### src/rtl/store_uart_tx.sv
// rtl/store_uart_tx.sv - store-port byte FIFO draining through an 8N1 UART transmitter
//
// Ports:
//   clk        rising-edge clock shared with the core
//   areset     synchronous active-high reset
//   WE         store strobe; one push per cycle while high
//   data_in    core store data; only [7:0] is queued
//   tx         registered UART serial line, idles high
//   busy       frame in flight or bytes still queued
//   fifo_full  FIFO holds FIFO_DEPTH entries
//   fifo_count FIFO occupancy, 0..FIFO_DEPTH
//   drop_cnt   writes lost to a full FIFO, saturating at 255

module store_uart_tx #(
    parameter int CLKS_PER_BIT = 4,
    parameter int FIFO_DEPTH   = 8,
    parameter int CNT_W        = 4
) (
    input  logic              clk,
    input  logic              areset,
    input  logic              WE,
    input  logic [31:0]       data_in,
    output logic              tx,
    output logic              busy,
    output logic              fifo_full,
    output logic [CNT_W-1:0]  fifo_count,
    output logic [7:0]        drop_cnt
);

    localparam int PTR_W  = CNT_W - 1;
    localparam int BAUD_W = $clog2(CLKS_PER_BIT);

    localparam logic [CNT_W-1:0]  DEPTH_C   = CNT_W'(FIFO_DEPTH);
    localparam logic [BAUD_W-1:0] BAUD_LAST = BAUD_W'(CLKS_PER_BIT - 1);

    typedef enum logic [1:0] {IDLE, START, DATA, STOP} state_t;

    state_t             state_q, state_d;
    logic [BAUD_W-1:0]  baud_q, baud_d;
    logic [2:0]         bit_q, bit_d;
    logic [7:0]         shift_q, shift_d;
    logic               tx_q, tx_d;

    logic [7:0]         mem [FIFO_DEPTH];
    logic [PTR_W-1:0]   wr_ptr, rd_ptr;
    logic [CNT_W-1:0]   count_q;
    logic [7:0]         drop_q;

    logic               pop, push, drop_inc, baud_end;

    // Only the low byte of the store data is transmitted.
    logic unused_hi;
    assign unused_hi = ^data_in[31:8];

    assign pop      = (state_q == IDLE) && (count_q != '0);
    // A pop on the same edge frees a slot, so a full FIFO still accepts the write.
    assign push     = WE && ((count_q != DEPTH_C) || pop);
    assign drop_inc = WE && !push && (drop_q != 8'hFF);
    assign baud_end = (baud_q == BAUD_LAST);

    always_comb begin
        state_d = state_q;
        baud_d  = baud_q;
        bit_d   = bit_q;
        shift_d = shift_q;
        case (state_q)
            IDLE: begin
                if (pop) begin
                    state_d = START;
                    baud_d  = '0;
                    shift_d = mem[rd_ptr];
                end
            end
            START: begin
                if (baud_end) begin
                    state_d = DATA;
                    baud_d  = '0;
                    bit_d   = 3'd0;
                end else begin
                    baud_d = baud_q + BAUD_W'(1);
                end
            end
            DATA: begin
                if (baud_end) begin
                    baud_d = '0;
                    if (bit_q == 3'd7) begin
                        state_d = STOP;
                    end else begin
                        bit_d   = bit_q + 3'd1;
                        shift_d = {1'b0, shift_q[7:1]};
                    end
                end else begin
                    baud_d = baud_q + BAUD_W'(1);
                end
            end
            STOP: begin
                if (baud_end) begin
                    state_d = IDLE;
                    baud_d  = '0;
                end else begin
                    baud_d = baud_q + BAUD_W'(1);
                end
            end
            default: begin
                state_d = IDLE;
                baud_d  = '0;
            end
        endcase
    end

    // tx is driven from the next state so the line changes on the same edge as the FSM.
    always_comb begin
        tx_d = 1'b1;
        case (state_d)
            START:   tx_d = 1'b0;
            DATA:    tx_d = shift_d[0];
            default: tx_d = 1'b1;
        endcase
    end

    always_ff @(posedge clk) begin
        if (areset) begin
            state_q <= IDLE;
            baud_q  <= '0;
            bit_q   <= 3'd0;
            shift_q <= 8'd0;
            tx_q    <= 1'b1;
            wr_ptr  <= '0;
            rd_ptr  <= '0;
            count_q <= '0;
            drop_q  <= 8'd0;
        end else begin
            state_q <= state_d;
            baud_q  <= baud_d;
            bit_q   <= bit_d;
            shift_q <= shift_d;
            tx_q    <= tx_d;
            if (push) begin
                wr_ptr <= wr_ptr + PTR_W'(1);
            end
            if (pop) begin
                rd_ptr <= rd_ptr + PTR_W'(1);
            end
            case ({push, pop})
                2'b10:   count_q <= count_q + CNT_W'(1);
                2'b01:   count_q <= count_q - CNT_W'(1);
                default: count_q <= count_q;
            endcase
            if (drop_inc) begin
                drop_q <= drop_q + 8'd1;
            end
        end
    end

    // Storage has no reset; the pointers and count define which entries are valid.
    always_ff @(posedge clk) begin
        if (!areset && push) begin
            mem[wr_ptr] <= data_in[7:0];
        end
    end

    assign tx         = tx_q;
    assign busy       = (state_q != IDLE) || (count_q != '0);
    assign fifo_full  = (count_q == DEPTH_C);
    assign fifo_count = count_q;
    assign drop_cnt   = drop_q;

endmodule

### config.mk
export PLATFORM = sky130hd
export DESIGN_NAME = store_uart_tx
export DESIGN_NICKNAME = d
export VERILOG_FILES = /design/src/rtl/store_uart_tx.sv
export SDC_FILE = /design/constraint.sdc
export NUM_CORES = 1
export LEC_CHECK = 0
export ABC_CLOCK_PERIOD_IN_PS = 2800
export BUFFER_PORTS_ARGS = -buffer_cell sky130_fd_sc_hd__buf_4
export CORE_MARGIN = 5
export CORE_UTILIZATION = 44
export CTS_CLUSTER_SIZE = 40
export DETAILED_ROUTE_END_ITERATION = 10
export RECOVER_POWER = 50
export SLEW_MARGIN = 20
export SYNTH_ARGS = -nofsm -noshare
export SYNTH_HDL_FRONTEND = slang
export SYNTH_SLANG_ARGS = --single-unit
### constraint.sdc
create_clock -name clk -period 2.8 [get_ports clk]
set_clock_uncertainty 0.15 [all_clocks]
set_input_delay 0.42 -clock clk [delete_from_list [all_inputs] [get_ports clk]]
set_output_delay 0.42 -clock clk [all_outputs]
set_load 0.005 [all_outputs]
[Word-level counts from Yosys, hierarchy flattened]
Memories as Yosys holds them, arrays and structs flattened. A register that Yosys moved wholly into a read port is not among the register bits.
Index checks and enable logic that the tools add are counted.
Operators by class
  $add $sub $neg: 7
  equal/unequal tests: 16
  multiplexer cells: 23
  reductions and logical operators: 18
Operator list (number)
  $mux 8: 3
  $pmux 8 s2: 1
  $mux 3: 5
  $mux 2: 7
  $eq 2x2->1 const B: 5
  $add 3x1->3 const B: 3
  $add 8x1->8 const B: 1
  $ne 2x2->1 const B: 4
  $ne 8x8->1 const B: 1
  $pmux 2 s4: 1
  $pmux 4 s2: 1
  $reduce_and 4->1: 2
  $reduce_bool 2->1: 4
  $eq 2x1->1 const B: 3
  $pmux 3 s2: 1
  $logic_and 1x1->1: 5
  $add 4x1->4 const B: 1
  $eq 4x4->1 const B: 1
  $ne 4x4->1 const B: 1
  $pmux 2 s2: 1
  $reduce_bool 4->1: 1
  $sub 4x1->4 const B: 1
  $eq 3x3->1 const B: 1
  $reduce_or 3->1: 1
  other kinds (6): 9
Storage, ports and cells
  register bits: 34
  memory bits (writable): 64
  output and inout bits: 15
  word-level logic and storage cells: 75
  memories: 1
Memories
  mem: words 8, width 8, read ports 1, clocked after Yosys merged registers in 1, wr ports 1, RTL line 44  | logic [7:0] mem [FIFO_DEPTH];

[Longest topological paths before layout]
  word-level depth: 7
  depth in mapped cells: 9

[Worst setup path after synthesis]
Ideal clock, no wire load.
  path kind: register to register
  start: reg state_q[1]
  end: mem mem[4][0], enable pin
  arrival time: 1959 ps
  required time: 2255 ps
  slack: 296 ps
  stages on the path, launching flop included: 5
  path buffers: 0
  clock period less this slack: 2504 ps
  path through: dfxtp_1 -> or2_1 -> a21boi_0 -> nand2_1 -> nor4_1
On the way
  longest elaborated chain between the ends: 7
Ends and longest elaborated chain
  start: declaration: RTL line 38  | state_t state_q, state_d;
  start signal: assignment: RTL line 133  | state_q <= state_d;
  $logic_not 2->1: RTL line 55  | assign pop = (state_q == IDLE) && (count_q != '0);
  $logic_and 1x1->1: RTL line 55
  $logic_or 1x1->1: RTL line 57  | assign push = WE && ((count_q != DEPTH_C) || pop);
  $logic_and 1x1->1: RTL line 57
  $logic_and 1x1->1: RTL line 157  | if (!areset && push) begin
  $mux 1: RTL line 157
  $mux 1 (not written as such): RTL line 158  | mem[wr_ptr] <= data_in[7:0];
  end: declaration: RTL line 44
No other way between the ends.

[Worst setup path after layout]
  start: reg state_q[1]
  end: reg count_q[3], in the netlist fifo_count[3]
On the way
  longest elaborated chain between the ends: 6
  elaborated cells between the ends (all ways): 8
  those cells by class: eq/ne (2); mux (1); reduce/logical (5)
Ends and longest elaborated chain
  $logic_not 2->1 *: RTL line 55
  $logic_and 1x1->1 *: RTL line 55
  $logic_or 1x1->1: RTL line 57
  $logic_and 1x1->1: RTL line 57
  $eq 2x1->1 or $eq 2x2->1 (tied branches): RTL line 144  | case ({push, pop})
  $pmux 4 s2 or $reduce_bool 2->1 (tied branches)
  end signal: assignment: RTL line 145  | 2'b10: count_q <= count_q + CNT_W'(1);
  end signal: assignment: RTL line 146  | 2'b01: count_q <= count_q - CNT_W'(1);
  end signal: assignment: RTL line 147  | default: count_q <= count_q;
  end: declaration: RTL line 46  | logic [CNT_W-1:0] count_q;
Mark *: on every way between the ends. The rest lies on a longest branch, timed or not.
A chain may end at the register's enable or synchronous reset.

==> results.toml <==
[logic_synthesis]
ys_seq_area_share_pct = 63.6
synth_mux_area_share_pct = 11.0
synthXorXnorAreaFrac_pct = 2.72
yosysUniqueCellTypes = 48
yosys_warnings = 0
synthTopCellsByArea = "edfxtp_1 46%, dfxtp_1 18%, mux4_2 8.6%"
yosysTopAreaCell = "edfxtp_1"
ys.flop_type = "edfxtp_1"
synth_compound_area_share_pct = 7.05
synthSimpleGateAreaFrac_pct = 10.9
synth_edf_count = 64
synth_top_area_share_pct = 45.9
synth_async_sr_flop_share_pct = 0
synth_seq_cells = 101
synth.most_common_cell = "edfxtp_1"
avgSynthCellArea_um2 = 13.9
postSynthCellCount = 301
synthAdderAreaFrac_pct = 2.87
synth_fp_nets = 345
synth_top_family_by_area = "multiplexers"
synth_top_cells_by_count = "64 x edfxtp_1, 37 x dfxtp_1, 31 x nor2_1"
syn_area_um2 = 4190

[placed_design]
gp_congestion = 0.735
portBuffers = 25
dp_hpwl_um = 4970

[clocking]
cts_resized = 0
cts_buffers = 9
root_buffer = "clkbuf_8"
cts.sinks = 101
clkTransAtPathRegs_ns = 0.11
postCtsSetupBuffers = 0
htreeDepth = 3
clk_latency_ns = 0.37
ctsHoldBuffers = 0
cts.path.max_buffers = 2
cts_tree = "yes"

[timing]
finalHoldViolCount = 0
fin_crit_ns = 2.32
setup_tns_ns = 0
slew_headroom_pct = 51.2
slew_viol_final = 0
rsz0062_at_grt = "false"
fin_crit_sh_pct = 82.7
setup_violations = 0
fmax_ghz = 0.432
worstMarginPinSlew_ns = 0.722

[power_and_ir_drop]
power_w = 0.00365
p_leak_nw = 1.59
pwr-share-seq_pct = 50.3
p_comb_share_pct = 24.7
pwr_density_cell_nw_per_um2 = 770
internal-power_w = 0.00252
switching_share_pct = 31.0
switchingPower_w = 0.00113
ir_drop_mv = 0.347
clockPowerShare_pct = 25.0

[global_route]
grt_use_total_pct = 14.1
grt_max_degree = 42
overflow = 0
grt_pass1_vias = 2376
grt_pass1_wl_um = 12300
antenna_found_initial = 0

[layout]
num-fill-cells = 794
layout-drive-gt1-share_pct = 20.2
antennaDiodeCount = 0
area_growth_syn_to_layout_pct = 13.1
nets = 381

[routing]
vias = 2481
vias_per_cell = 5.27
totalWireLength_um = 7500
drc_errors = 0
drt-initial-drc-count = 136
firstDrtPassIters = 4
drt.antenna.violating_nets = 0
wl_per_cell_um = 15.9

[floorplanning]
die_area_um2 = 11600
row_count = 35
ios = 50
die_y_um = 108
die_x_um = 108
start_util_pct = 45.3
coreArea_um2 = 9240

[critical_path]
critPathMaxStageDelay_ns = 0.37
cp_cell_sequence = "or2_1, or3_4, inv_2, ha_1, a21o_1, a21oi_1, xnor2_1, a21o_1, a21oi_2"
cp.depth = 9
required_ns = 2.89
timing.critical_path.buf_inv = 1
cp-start-kind = "flop"
r2r_end = "fifo_count[3]"
worst_path_max_delay_cell = "or3_4"
crit_type = "flop to flop"
r2r_setup_slack_ns = 0.48
critPathTopFamily = "simple AND/OR/NAND/NOR gates"
crit_top_cell = "a21o_1"
crit_arrival_ns = 2.41
r2r_cells = 9
critPathCaptureType = "flop"
worstPathMaxFanout = 6
worstReg2RegStart = "state_q[1]"

[outcome]
status = "complete, no violations"

[hold_path]
holdPathStages = 1
hp-class = "input port to flop"
min_to = "mem[4][3]"
min_from = "data_in[3]"

[run]
max-cap-violations = 0
per-layer routing:
| metal | up-vias | wire length (um) | share of wire [%] | track usage [%] |
|---|---|---|---|---|
| met2 | 49 | 3570 | 48 | 22.3 |
| met3 | 7 | 337 | 4.5 | 4.56 |
| met5 | - | 0 | 0 | 0 |
| li1 | 1209 | - | - | - |
| met1 | 1216 | 3520 | 47 | 18.9 |
| met4 | 0 | 75 | 1.0 | 3.25 |
cells in the final DEF (no fill, tap or decap), types with 2 or more instances in the layout:
| cell type | Yosys | final |
|---|---|---|
| o22ai_1 | 7 | 7 |
| nand3_1 | 5 | 5 |
| nor3_1 | 5 | 5 |
| inv_1 | 4 | 4 |
| and3_1 | 2 | 2 |
| buf_4 | 1 | 15 |
| clkinv_8 | 0 | 3 |
| nand2_1 | 20 | 20 |
| o21ai_0 | 6 | 6 |
| a21oi_1 | 12 | 12 |
| nand2b_1 | 5 | 5 |
| or3_1 | 2 | 2 |
| nor4b_1 | 1 | 2 |
| mux4_2 | 16 | 16 |
| mux2i_1 | 10 | 10 |
| dfxtp_1 | 37 | 37 |
| edfxtp_1 | 64 | 64 |
| a22oi_1 | 7 | 7 |
| or3_2 | 2 | 2 |
| a211oi_1 | 2 | 2 |
| clkinv_4 | 0 | 2 |
| xnor2_1 | 5 | 5 |
| nor2_1 | 31 | 31 |
| nand4_1 | 6 | 6 |
| clkbuf_4 | 0 | 13 |
| a21o_1 | 2 | 2 |
| clkbuf_8 | 0 | 9 |
| ha_1 | 8 | 8 |
| xor2_1 | 8 | 8 |
| clkbuf_1 | 9 | 11 |
worst max path at each step:
stage | startpoint | endpoint | slack [ns]
3_5_place_dp | state_q[1] | fifo_count[3] | 0.49
6_report | state_q[1] | fifo_count[3] | 0.48
2_1_floorplan | state_q[1] | mem[4][0] | 0.30
5_1_grt | fifo_count[1] | drop_cnt[4] | 0.33
3_3_place_gp | state_q[1] | fifo_count[3] | 0.52
4_1_cts | state_q[1] | fifo_count[3] | 0.47
per-stage QoR:
stage / setup slack [ns] / area [um2] / hold WS [ns] / std cells / util [%]
after global routing: 0.333 / 4740 / 0.218 / 471 / 51.3
after global placement: 0.519 / 4590 / 0.294 / 455 / 49.7
after CTS: 0.471 / 4800 / 0.0984 / 471 / 52.0
after floorplan: 0.296 / 4190 / 0.286 / 301 / -
final: 0.483 / 4740 / 0.236 / 471 / 51.3
after detailed placement: 0.490 / 4590 / 0.299 / 455 / 49.7
layout make-up:
cell class | count | area [um2] | area share (%)
Timing Repair Buffer | 39 | 251 | 5.31
Clock buffer | 9 | 124 | 2.62
Tap cell | 129 | 161 | 3.41
Sequential cell | 101 | 2660 | 56.2
Clock inverter | 7 | 86.3 | 1.82
Inverter | 5 | 18.8 | 0.396
Multi-Input combinational cell | 181 | 1430 | 30.2
flip-flops by register name (all words and copies together) (netlist names), named ones only:
signal,count
baud_q,2
bit_q,3
drop_cnt,8
fifo_count,4
mem,64
rd_ptr,3
shift_q,8
state_q,2
tx,1
wr_ptr,3
cells by family (layout without fill, tap and decap cells):
group | after synthesis | in the layout
compound gates | 44 | 44
xor+xnor | 13 | 13
fa+ha+maj | 9 | 9
buf+inv | 19 | 60
flops | 101 | 101
mux | 26 | 26
simple gates | 89 | 89
power groups by stage:
stage	Clock, W	Sequential (W)	Combinational, W
6_report	0.000914	0.00183	0.000901
5_1_grt	0.00101	0.00185	0.00103
4_1_cts	0.000947	0.00185	0.000951
3_5_place_dp	0	0.00188	0.000950
3_3_place_gp	0	0.00188	0.000932
2_1_floorplan	0	0.00184	0.000704
No activity file was read; power rests on OpenSTA's default activity.
